--- src/rtl/instruction_fetch_unit.sv ---
// -----------------------------------------------------------------------------
// instruction_fetch_unit
//
// Fetch engine that sits directly upstream of the instruction register. It
// holds the program counter, runs a req/ack read on program memory, and writes
// each fetched word into the IR through ir_data/ir_wr_en. The control unit
// starts fetches with fetch_start and redirects the PC with pc_load. The PC
// advances by PC_STEP on every completed fetch unless a redirect is pending.
//
// Ports
//   IR_clk       in   1       clock, rising edge
//   IR_rst       in   1       asynchronous, active-high reset
//   fetch_start  in   1       request one fetch at the current PC
//   pc_load      in   1       redirect the PC (jump/branch)
//   pc_load_val  in   ADDR_W  redirect target
//   mem_req      out  1       memory read request (registered)
//   mem_addr     out  ADDR_W  memory read address (registered, stable in REQ)
//   mem_ack      in   1       memory read data valid
//   mem_rdata    in   DATA_W  memory read data
//   ir_data      out  DATA_W  word for IR_in (registered)
//   ir_wr_en     out  1       one-cycle IR write strobe
//   pc_out       out  ADDR_W  current PC register
//   fetch_busy   out  1       high while a fetch is in REQ or WRITE
//   fetch_done   out  1       one-cycle pulse: the IR now holds the new word
// -----------------------------------------------------------------------------
module instruction_fetch_unit #(
  parameter int unsigned           ADDR_W   = 16,
  parameter int unsigned           DATA_W   = 16,
  parameter logic [ADDR_W-1:0]     RESET_PC = '0,
  parameter logic [ADDR_W-1:0]     PC_STEP  = ADDR_W'(1)
) (
  input  logic              IR_clk,
  input  logic              IR_rst,
  input  logic              fetch_start,
  input  logic              pc_load,
  input  logic [ADDR_W-1:0] pc_load_val,
  output logic              mem_req,
  output logic [ADDR_W-1:0] mem_addr,
  input  logic              mem_ack,
  input  logic [DATA_W-1:0] mem_rdata,
  output logic [DATA_W-1:0] ir_data,
  output logic              ir_wr_en,
  output logic [ADDR_W-1:0] pc_out,
  output logic              fetch_busy,
  output logic              fetch_done
);

  typedef enum logic [1:0] {
    S_IDLE  = 2'd0,
    S_REQ   = 2'd1,
    S_WRITE = 2'd2,
    S_DONE  = 2'd3
  } state_t;

  state_t            state, state_d;
  logic [ADDR_W-1:0] pc, pc_d;
  logic [ADDR_W-1:0] mem_addr_d;
  logic [DATA_W-1:0] ir_data_d;
  // A redirect that arrives while a fetch is in flight is parked here and
  // applied in WRITE instead of the normal increment.
  logic              pend_valid, pend_valid_d;
  logic [ADDR_W-1:0] pend_pc, pend_pc_d;

  // ---------------------------------------------------------------------------
  // Next-state and next-register logic
  // ---------------------------------------------------------------------------
  always_comb begin
    // NOTE: every signal gets a default before the case so no path leaves it
    // unassigned; a missing default here would infer a latch.
    state_d      = state;
    pc_d         = pc;
    mem_addr_d   = mem_addr;
    ir_data_d    = ir_data;
    pend_valid_d = pend_valid;
    pend_pc_d    = pend_pc;

    unique case (state)
      // DONE behaves exactly like IDLE for new requests, which is what lets a
      // held fetch_start issue back-to-back fetches every three cycles.
      S_IDLE, S_DONE: begin
        if (pc_load) begin
          pc_d = pc_load_val;
        end
        if (fetch_start) begin
          state_d    = S_REQ;
          // A simultaneous redirect is the address of this very fetch.
          mem_addr_d = pc_load ? pc_load_val : pc;
        end else begin
          state_d = S_IDLE;
        end
      end

      S_REQ: begin
        if (pc_load) begin
          pend_valid_d = 1'b1;
          pend_pc_d    = pc_load_val;   // last load wins
        end
        if (mem_req && mem_ack) begin
          ir_data_d = mem_rdata;
          state_d   = S_WRITE;
        end
      end

      S_WRITE: begin
        // A load arriving in this very cycle is newer than any pending one.
        if (pc_load) begin
          pc_d = pc_load_val;
        end else if (pend_valid) begin
          pc_d = pend_pc;
        end else begin
          pc_d = pc + PC_STEP;          // wraps modulo 2^ADDR_W
        end
        pend_valid_d = 1'b0;
        state_d      = S_DONE;
      end

      default: state_d = S_IDLE;
    endcase
  end

  // ---------------------------------------------------------------------------
  // State and output registers. The strobes are decoded from the next state so
  // they are glitch-free flops aligned with the state they describe.
  // ---------------------------------------------------------------------------
  always_ff @(posedge IR_clk or posedge IR_rst) begin
    if (IR_rst) begin
      state      <= S_IDLE;
      pc         <= RESET_PC;
      mem_addr   <= '0;
      ir_data    <= '0;
      pend_valid <= 1'b0;
      pend_pc    <= '0;
      mem_req    <= 1'b0;
      ir_wr_en   <= 1'b0;
      fetch_done <= 1'b0;
    end else begin
      // NOTE: non-blocking assignments so every flop samples the pre-edge
      // values; blocking here would chain registers within one clock.
      state      <= state_d;
      pc         <= pc_d;
      mem_addr   <= mem_addr_d;
      ir_data    <= ir_data_d;
      pend_valid <= pend_valid_d;
      pend_pc    <= pend_pc_d;
      mem_req    <= (state_d == S_REQ);
      ir_wr_en   <= (state_d == S_WRITE);
      fetch_done <= (state_d == S_DONE);
    end
  end

  assign pc_out     = pc;
  assign fetch_busy = (state == S_REQ) || (state == S_WRITE);

endmodule

--- config.mk ---
export PLATFORM = sky130hd
export DESIGN_NAME = instruction_fetch_unit
export DESIGN_NICKNAME = d
export VERILOG_FILES = /design/src/rtl/instruction_fetch_unit.sv
export SDC_FILE = /design/constraint.sdc
export NUM_CORES = 1
export LEC_CHECK = 0
export BUFFER_PORTS_ARGS = -buffer_cell sky130_fd_sc_hd__buf_2
export CAP_MARGIN = 0
export CORE_AREA = 2 2 62 122
export CTS_CLUSTER_SIZE = 16
export DETAILED_ROUTE_END_ITERATION = 12
export DIE_AREA = 0 0 64 124
export GPL_TIMING_DRIVEN = 0
export PLACE_DENSITY = 0.74
export SYNTH_ARGS = -nofsm -noshare
export SYNTH_HDL_FRONTEND = slang
export SYNTH_SLANG_ARGS = --single-unit
--- constraint.sdc ---
create_clock -name IR_clk -period 3.9 [get_ports IR_clk]
set_clock_uncertainty 0.05 [all_clocks]
set_input_delay 0.195 -clock IR_clk [delete_from_list [all_inputs] [get_ports IR_clk]]
set_output_delay 0.195 -clock IR_clk [all_outputs]
set_load 0.03 [all_outputs]
==> results of run 1 <==
layout by cell type, fill, tap and decap left out, types with 2 or more instances in the layout:
cell        count
o21ai_0        19
clkinvlp_4      2
buf_1           2
xnor2_1         4
xor2_1          5
a21oi_1        28
nand2_1        20
nor2_1         26
a31oi_1         2
a22oi_1        12
dfrtp_1        70
buf_2          88
o21ai_1         2
mux2_2         33
nor2b_1         4
nand4_1         5
nor3_1          6
nand3_1         3
inv_1          11
bufinv_16       2
ha_1            5
clkbuf_1       16
clkbuf_16       9
clkinv_2        2
mux2i_1        21
cell type report:
type / count / share of cell area (%)
Clock buffer: 10 / 5.60
Tap cell: 90 / 2.64
Inverter: 12 / 1.11
Clock inverter: 6 / 1.99
Sequential cell: 70 / 41.1
Timing Repair Buffer: 87 / 10.2
Buffer: 20 / 1.82
Multi-Input combinational cell: 215 / 35.6
metal layers:
metal,part of all wire (%),up-vias,GRT usage [%]
met5,0,-,0
met4,2.9,0,14.0
met3,6.2,19,6.78
met2,55,103,39.5
met1,36,1387,23.5
li1,-,1321,-
through the flow:
stage | util, % | cells
6_report | 61.5 | 510
5_1_grt | 61.5 | 510
4_1_cts | 61.5 | 510
3_5_place_dp | 56.8 | 494
3_3_place_gp | 56.8 | 494
2_1_floorplan | - | 317
worst min path at each step:
stage,endpoint,from,cells past startpoint
after detailed placement,mem_addr[5],IR_rst,2
after global placement,ir_data[15],mem_rdata[15],2
after global routing,ir_data[9],mem_rdata[9],2
final,mem_addr[7],IR_rst,2
after floorplan,pc_out[3],pc_load_val[3],2
after CTS,mem_addr[4],IR_rst,2
registers in the layout (all words and copies together) (netlist names):
signal      count
ir_data        16
mem_addr       16
pc_out         16
pend_pc        16
state           2
fetch_done      1
ir_wr_en        1
mem_req         1
pend_valid      1
cell families (layout without fill, tap and decap cells):
logic type	Yosys count	in the layout	share of synthesized area (%)
AND/OR/NAND/NOR	73	73	10.5
flip-flops	70	70	51.7
XOR/XNOR	9	9	2.32
AO/OA/AOI/OAI	74	74	12.9
multiplexers	54	54	17.2
adder cells (fa/ha/maj)	5	5	1.85
buffers and inverters	32	135	3.62
power by group through the flow:
stage          Sequential (W)  Combinational (W)  Clock (W)
2_1_floorplan         0.00182           0.000766          0
3_3_place_gp          0.00133            0.00174          0
3_5_place_dp          0.00135            0.00177          0
4_1_cts               0.00134            0.00178   0.000895
5_1_grt               0.00139            0.00192   0.000924
6_report              0.00134            0.00177   0.000881
==> reports/results.ini, run 1 <==
[detailed_routing]
wirelength_mm = 8.47
postRouteAntennaNets = 0
dr.pass1.iters = 4
wl_per_cell_um = 16.6
routed_via_density = 5.55
vias = 2830
drtIter0Drc = 95
drc = 0

[timing]
report.final.slew_viol_count = 0
hold_viol_final = 18
rsz0062_at_grt = no
worst-slew-pin-transition_ns = 0.859
fin_ws_ns = 1.74
finalCritPeriodShare_pct = 55.4
max_freq_mhz = 463
maxSlewHeadroom_pct = 42.7
tns_ns = 0
holdWs_ns = -0.0189
min_period_ns = 2.16
setup_violations = 0

[cells_and_area]
regArea_sq_um = 1750
multi_input_area_sq_um = 1520
n_fill_cell = 597
nets = 457
antenna_cells = 0
drive_above_1_share_pct = 34.3
design_area_sq_um = 4270
area_growth_pct = 25.8

[worst_setup_path]
path_buf_inv = 2
worstSetupStartpoint = state[0]
critPathMaxStageDelay_ns = 0.50
reg2reg_to = pc_out[6]
cp.required_ns = 4.09
endpoint = pc_out[6]
worstPathMaxFanout = 10
cp_slowest_cell = clkbuf_1
path_delay_family = compound AO/OA/AOI/OAI gates
critPathLaunchType = flop
r2r_cells = 6
crit_path_end_kind = flop
r2r_slack_ns = 1.74
r2r_start = state[0]
path_cells = inv_1 -> ha_1 -> o21ai_1 -> clkbuf_1 -> a22oi_1 -> o21ai_0
cp.arrival_ns = 2.36
path_class = flop to flop
cp.depth = 6

[floorplanning]
core.rowCount = 43
dieArea_sq_um = 7940
core_area_sq_um = 6940
die_w_um = 64
start_util_pct = 48.9
die_y_um = 124
pin_count = 89

[clocking]
clkLatencyLatePin_ns = 0.34
numCtsBuffers = 9
clock_tree.buffer_depth = 2
root_buffer = clkbuf_16
cts.sinks = 70
cts_hold_buf = 0
ctsHtreeMaxLevel = 3
clkSlewWorstSetupHoldPaths_ns = 0.06
cts_resized = 0
post_cts_buffers = 0
cts_tree = done

[synth]
ys_top_cells_by_count = dfrtp_1 (70), mux2_2 (33), a21oi_1 (28)
synth_area_per_cell_sq_um = 10.7
synth-seq-cells = 70
synth_warnings = 0
synth_ff_type = dfrtp_1
yosysMostFrequentCell = dfrtp_1
synth_area_leader_cell = dfrtp_1
synth-edff-count = 0
synth_top_area_share_pct = 51.7
synthArstFlopShare_pct = 100
synth_area_leaders = dfrtp_1 (52%), mux2_2 (11%), mux2i_1 (6.2%)
synthCells = 317
yosysUniqueCellTypes = 42
syn_nets = 359
yosysSeqAreaShare_pct = 51.7
syn_area_sq_um = 3390

[global_route]
overflow = 0
grt_use_total_pct = 22.6
antenna_found_initial = 0
grt_max_degree = 71
grt_pass1_vias = 2915
grt_pass1_wl_mm = 13.4

[run_status]
violations = hold timing
status = complete, but fails checks

[pwr]
ir_drop_uv = 517
power_switching_w = 0.00172
power.density_nw_per_um2 = 936
total_power_w = 0.00399
leakagePower_nw = 1.99
sw_frac_of_total_pct = 43.0
pwr-share-seq_pct = 33.6
clockPowerShare_pct = 22.0
pwr-share-comb_pct = 44.3
p_int_w = 0.00228

[place]
io_buffer_count = 87
placed_area_sq_um = 3940
pre_cts_ws_ns = 1.74
dpl.hpwl_mm = 6.17
gp_congestion = 0.852

[worst_hold_path]
worstHoldPathType = primary input to async pin

[flow_run]
maxCapViolCount = 0

Power figures use the tool's default switching activity.
==> inputs of run 2 (changes only) <==
clock period = 2.1 ns   (was 3.9 ns; I/O delays follow)
==> reports/results.ini, run 2 (synthesis results as in run 1) <==
[run_status]
status = finished clean

[worst_hold_path]
min_to = pend_pc[11]
worstHoldPathType = primary input to flop
hp-start = pc_load_val[11]
whs_path_depth = 2

[pwr]
sw_frac_of_total_pct = 44.0  ; +0.94 points
pwr-share-seq_pct = 34.7  ; +1.1 points
p_int_w = 0.00406  ; +78%
leakagePower_nw = 2.11  ; +6.3%
pwr-share-comb_pct = 46.9  ; +2.6 points
power.density_nw_per_um2 = 1600  ; +71%
power_switching_w = 0.00318  ; +85%
ir_drop_uv = 1090  ; +110%
clockPowerShare_pct = 18.5  ; -3.5 points
total_power_w = 0.00724  ; +81%

[worst_setup_path]
cp.arrival_ns = 2.15  ; -0.21 ns
r2r_cells = 6  ; unchanged
r2r_slack_ns = 0.14  ; -1.60 ns
crit_path_end_kind = flop
r2r_start = state[0]
path_class = flop to flop
worstPathMaxFanout = 10  ; unchanged
cp.required_ns = 2.30  ; -1.79 ns
reg2reg_to = pc_out[3]
critPathLaunchType = flop
worstSetupStartpoint = state[0]

[global_route]
grt_max_degree = 71  ; unchanged
antenna_found_initial = 0  ; unchanged
grt_pass1_vias = 3115  ; +6.9%
overflow = 0  ; unchanged
grt_use_total_pct = 23.8  ; +1.2 points
grt_pass1_wl_mm = 14.3  ; +6.2%

[place]
gp_congestion = 0.842  ; -1.1%
pre_cts_ws_ns = -0.0496  ; -1.79 ns
io_buffer_count = 87  ; unchanged
dpl.hpwl_mm = 6.08  ; -1.4%
dp_cells = 494  ; unchanged

[cells_and_area]
final_common_cell = buf_2
layout.cells.non_filler = 538  ; +5.5%
multi_input_area_sq_um = 1540  ; +1.5%
nets = 487  ; +6.6%
final_cell_mix = buf_2 (88), dfrtp_1 (68), mux2_2 (33)
regArea_sq_um = 1750  ; +0.14%
drive_above_1_share_pct = 34.4  ; +0.089 points
area_growth_pct = 33.5
antenna_cells = 0  ; unchanged
n_fill_cell = 539  ; -9.7%
final_core_util_pct = 65.2  ; +3.8 points

[timing]
report.final.slew_viol_count = 0  ; unchanged
fin_ws_ns = 0.141  ; -1.60 ns
maxSlewHeadroom_pct = 42.3  ; -0.39 points
rsz0062_at_grt = yes
hold_viol_final = 0  ; -18
holdWs_ns = 0.00677  ; +0.0257 ns
min_period_ns = 1.96  ; -0.203 ns
max_freq_mhz = 511  ; +10%
setup_violations = 0  ; unchanged
finalCritPeriodShare_pct = 93.3  ; +38 points
worst-slew-pin-transition_ns = 0.865  ; +0.00581 ns

[floorplanning]
dieArea_sq_um = 7940  ; unchanged
die_y_um = 124  ; unchanged
pin_count = 89  ; unchanged
core.rowCount = 43  ; unchanged
die_w_um = 64  ; unchanged
start_util_pct = 48.9  ; unchanged
core_area_sq_um = 6940  ; unchanged

[clocking]
cts.sinks = 70  ; unchanged
root_buffer = clkbuf_16
clkLatencyLatePin_ns = 0.34  ; about the same
ctsHtreeMaxLevel = 3  ; unchanged
clock_tree.buffer_depth = 2  ; unchanged
clkSlewWorstSetupHoldPaths_ns = 0.06  ; about the same
numCtsBuffers = 9  ; unchanged
cts_tree = done

[detailed_routing]
wirelength_mm = 8.79  ; +3.8%
drc = 0  ; unchanged
postRouteAntennaNets = 0  ; unchanged
wl_per_cell_um = 16.3  ; -1.6%
drtIter0Drc = 99  ; +4.2%
dr.pass1.iters = 4  ; unchanged
vias = 2939  ; +3.9%
routed_via_density = 5.46  ; -1.6%

[flow_run]
maxCapViolCount = 0  ; unchanged

-- run 2: cell types whose count changed in the layout (fill, tap and decap cells not counted), moves of 2 or more --
| cell | previous run | this run |
|---|---|---|
| dfrtp_1 | 70 | 68 |
| clkbuf_2 | 1 | 8 |
| buf_4 | 0 | 2 |
| clkbuf_1 | 16 | 11 |
| dfrtp_2 | 0 | 2 |
| dlygate4sd3_1 | 0 | 28 |
| bufinv_16 | 2 | 0 |
| nand2_1 | 20 | 18 |
| clkinvlp_4 | 2 | 0 |
-- run 2: through the flow --
stage / setup TNS (ns) / instance area (sq um)
4_1_cts: 0 / 4490
3_5_place_dp: -0.201 / 3940
2_1_floorplan: 0 / 3390
6_report: 0 / 4530
3_3_place_gp: -47.10 / 3940
5_1_grt: -0.0152 / 4530
-- run 2: what timing repair did --
action / 4_1_cts / 5_1_grt
hold endpoints to repair: 101 / 0
buffers inserted: 0 / 2
cloned: 0 / 0
hold buffers: 28 / 0
setup endpoints to repair: 12 / 33
gates resized for setup: 4 / 11
-- run 2: worst max-delay path, cell delays in order (launching register included) --
cell	delay, ns
dfrtp_1	0.39
inv_1	0.08
ha_1	0.29
o21ai_1	0.44
clkbuf_2	0.36
a22oi_1	0.14
o21ai_0	0.11
-- run 2: per-layer routing --
metal | GRT usage, % | share of wire [%] | vias to the layer above
li1 | - | - | 1379
met3 | 3.88 | 3.6 | 22
met1 | 24.9 | 36 | 1462
met4 | 16.6 | 3.8 | 0
met2 | 42.8 | 56 | 76
met5 | 0 | 0 | -
-- run 2: final cells by class --
type / count / share of cell area [%]
sequential: 70 / 38.8
clock inverter: 2 / 0.221
clock buffer: 12 / 5.44
inverter: 12 / 1.05
timing repair buffer: 117 / 16.1
tap: 90 / 2.49
buffer: 20 / 1.91
multi-input combinational: 215 / 34.0
-- run 2: worst max-delay path by stage --
stage | slack [ns] | cells past startpoint | to
3_3_place_gp | -0.88 | 2 | pc_out[1]
5_1_grt | -0.01 | 8 | pc_out[11]
4_1_cts | 0.02 | 5 | ir_data[1]
6_report | 0.14 | 6 | pc_out[3]
2_1_floorplan | 0.02 | 1 | pc_out[0]
3_5_place_dp | -0.05 | 5 | pend_pc[4]
-- run 2: power groups by stage --
stage / logic, W / clock network [W] / registers (W)
floorplan: 0.00142 / 0 / 0.00338
CTS: 0.00334 / 0.00137 / 0.00249
detailed placement: 0.00328 / 0 / 0.00251
finish: 0.00339 / 0.00134 / 0.00251
global route: 0.00367 / 0.00140 / 0.00260
global placement: 0.00323 / 0 / 0.00247
==> inputs of run 3 (changes only) <==
--- a/constraint.sdc
+++ b/constraint.sdc
@@ -3,3 +3,3 @@
 set_input_delay 0.105 -clock IR_clk [delete_from_list [all_inputs] [get_ports IR_clk]]
 set_output_delay 0.105 -clock IR_clk [all_outputs]
-set_load 0.03 [all_outputs]
+set_load 0.02 [all_outputs]
==> reports/results.ini, run 3 (synthesis results as in run 1) <==
[run_status]
status = finished clean

[clocking]
root_buffer = clkbuf_16
cts_tree = done
clkSlewWorstSetupHoldPaths_ns = 0.06  ; about the same
ctsHtreeMaxLevel = 3  ; unchanged
cts.sinks = 70  ; unchanged
clkLatencyLatePin_ns = 0.34  ; about the same
clock_tree.buffer_depth = 2  ; unchanged
post_cts_buffers = 0  ; unchanged
numCtsBuffers = 9  ; unchanged

[cells_and_area]
layout.cells.non_filler = 539  ; +0.19%
n_fill_cell = 539  ; unchanged
antenna_cells = 0  ; unchanged
nets = 486  ; -0.21%
final_cell_mix = buf_2 (88), dfrtp_1 (68), mux2_2 (33)
area_growth_pct = 35.4
final_common_cell = buf_2
drive_above_1_share_pct = 35.4  ; +1.0 points

[floorplanning]
die_y_um = 124  ; unchanged
die_w_um = 64  ; unchanged
core.rowCount = 43  ; unchanged
dieArea_sq_um = 7940  ; unchanged
start_util_pct = 48.9  ; unchanged
pin_count = 89  ; unchanged
core_area_sq_um = 6940  ; unchanged

[pwr]
total_power_w = 0.00716  ; -1.2%
ir_drop_uv = 934  ; -14%
leakagePower_nw = 2.13  ; +0.96%
power.density_nw_per_um2 = 1560  ; -2.5%

[timing]
worst-slew-pin-transition_ns = 0.850  ; -0.0152 ns
report.final.slew_viol_count = 0  ; unchanged
maxSlewHeadroom_pct = 43.4  ; +1.0 points
finalCritPeriodShare_pct = 94.8  ; +1.5 points
tns_ns = 0  ; unchanged
holdWs_ns = 0.0139  ; +0.00708 ns
rsz0062_at_grt = no
fin_ws_ns = 0.109  ; -0.0323 ns
max_freq_mhz = 502  ; -1.6%
setup_violations = 0  ; unchanged
hold_viol_final = 0  ; unchanged
min_period_ns = 1.99  ; +0.0323 ns

[worst_setup_path]
path_cells = ha_2 -> nand3_2 -> or4_1 -> buf_2 -> nor4b_2 -> o21ai_1 -> o31a_1
critPathLaunchType = flop
cp.arrival_ns = 2.16  ; about the same
r2r_cells = 7  ; +1
path_buf_inv = 1  ; -1
worstPathMaxFanout = 7  ; -3
cp.depth = 7  ; +1
path_delay_family = simple AND/OR/NAND/NOR gates
crit_path_end_kind = flop
cp.required_ns = 2.27  ; -0.03 ns
critPathMaxStageDelay_ns = 0.46  ; +0.02 ns
path_class = flop to flop
cp_slowest_cell = or4_1

[worst_hold_path]
whs_path_depth = 3  ; +1
worstHoldPathType = primary input to flop

[detailed_routing]
routed_via_density = 5.50  ; +0.77%
drc = 0  ; unchanged
dr.pass1.iters = 4  ; unchanged
vias = 2967  ; +0.95%
drtIter0Drc = 84  ; -15%
postRouteAntennaNets = 0  ; unchanged
wl_per_cell_um = 17.0  ; +3.9%
wirelength_mm = 9.16  ; +4.1%

[global_route]
grt_pass1_wl_mm = 14.5  ; +1.5%
antenna_found_initial = 0  ; unchanged
grt_use_total_pct = 24.4  ; +0.51 points
overflow = 0  ; unchanged
grt_pass1_vias = 3107  ; -0.26%
grt_max_degree = 71  ; unchanged

[place]
pre_cts_ws_ns = -0.0595  ; -0.00986 ns
dp_cells = 494  ; unchanged
dpl.hpwl_mm = 6.17  ; +1.4%
io_buffer_count = 87  ; unchanged
gp_congestion = 0.852  ; +1.1%

[flow_run]
maxCapViolCount = 0  ; unchanged

## run 3: through the flow
stage               cell area [sq um]  util, %
floorplan                        3390        -
global placement                 3940     56.8
detailed placement               3940     56.8
CTS                              4560     65.7
global route                     4590     66.1
finish                           4590     66.1
## run 3: layout make-up
class | instances | area [sq um] | area share (%)
Sequential cell | 70 | 1750 | 38.2
Multi-Input combinational cell | 215 | 1540 | 33.6
Timing Repair Buffer | 116 | 726 | 15.8
Clock buffer | 10 | 239 | 5.21
Tap cell | 90 | 113 | 2.45
Buffer | 20 | 86.3 | 1.88
Clock inverter | 6 | 85.1 | 1.85
Inverter | 12 | 47.5 | 1.04
## run 3: metal layers
layer | GRT usage, % | part of all wire (%) | vias up
met1 | 24.6 | 36 | 1445
met3 | 6.59 | 6.3 | 25
li1 | - | - | 1383
met2 | 42.9 | 53 | 114
met4 | 16.7 | 3.8 | 0
met5 | 0 | 0 | -
## run 3: worst paths after layout
kind	startpoint	to	slack, ns
max in group asynchronous	IR_rst	pc_out[1]	0.95
hold / removal	pc_load_val[15]	pc_out[15]	0.01
setup reg to reg	pc_out[0]	pc_out[14]	0.11
setup / recovery	pc_out[0]	pc_out[14]	0.11
hold reg to reg	pend_pc[12]	pend_pc[12]	0.44
min in group asynchronous	IR_rst	mem_addr[5]	0.45
## run 3: worst register-to-register path: cells and delay by family, from the launching register on
kind | cells | cell delay, ns
compound gates | 2 | 0.19
fa+ha+maj | 1 | 0.22
simple gates | 3 | 0.81
buf+inv | 1 | 0.18
flops | 1 | 0.41
## run 3: report_power, final
part           switching (W)  internal, W
sequential          0.000504      0.00201
combinational        0.00180      0.00121
clock               0.000570      0.00107
## run 3: timing repair
action | 4_1_cts | 5_1_grt
endpoints found under the setup margin | 22 | 30
resized for setup | 5 | 13
endpoints found under the hold margin | 104 | 0
gates cloned | 0 | 0
hold buffers | 29 | 0
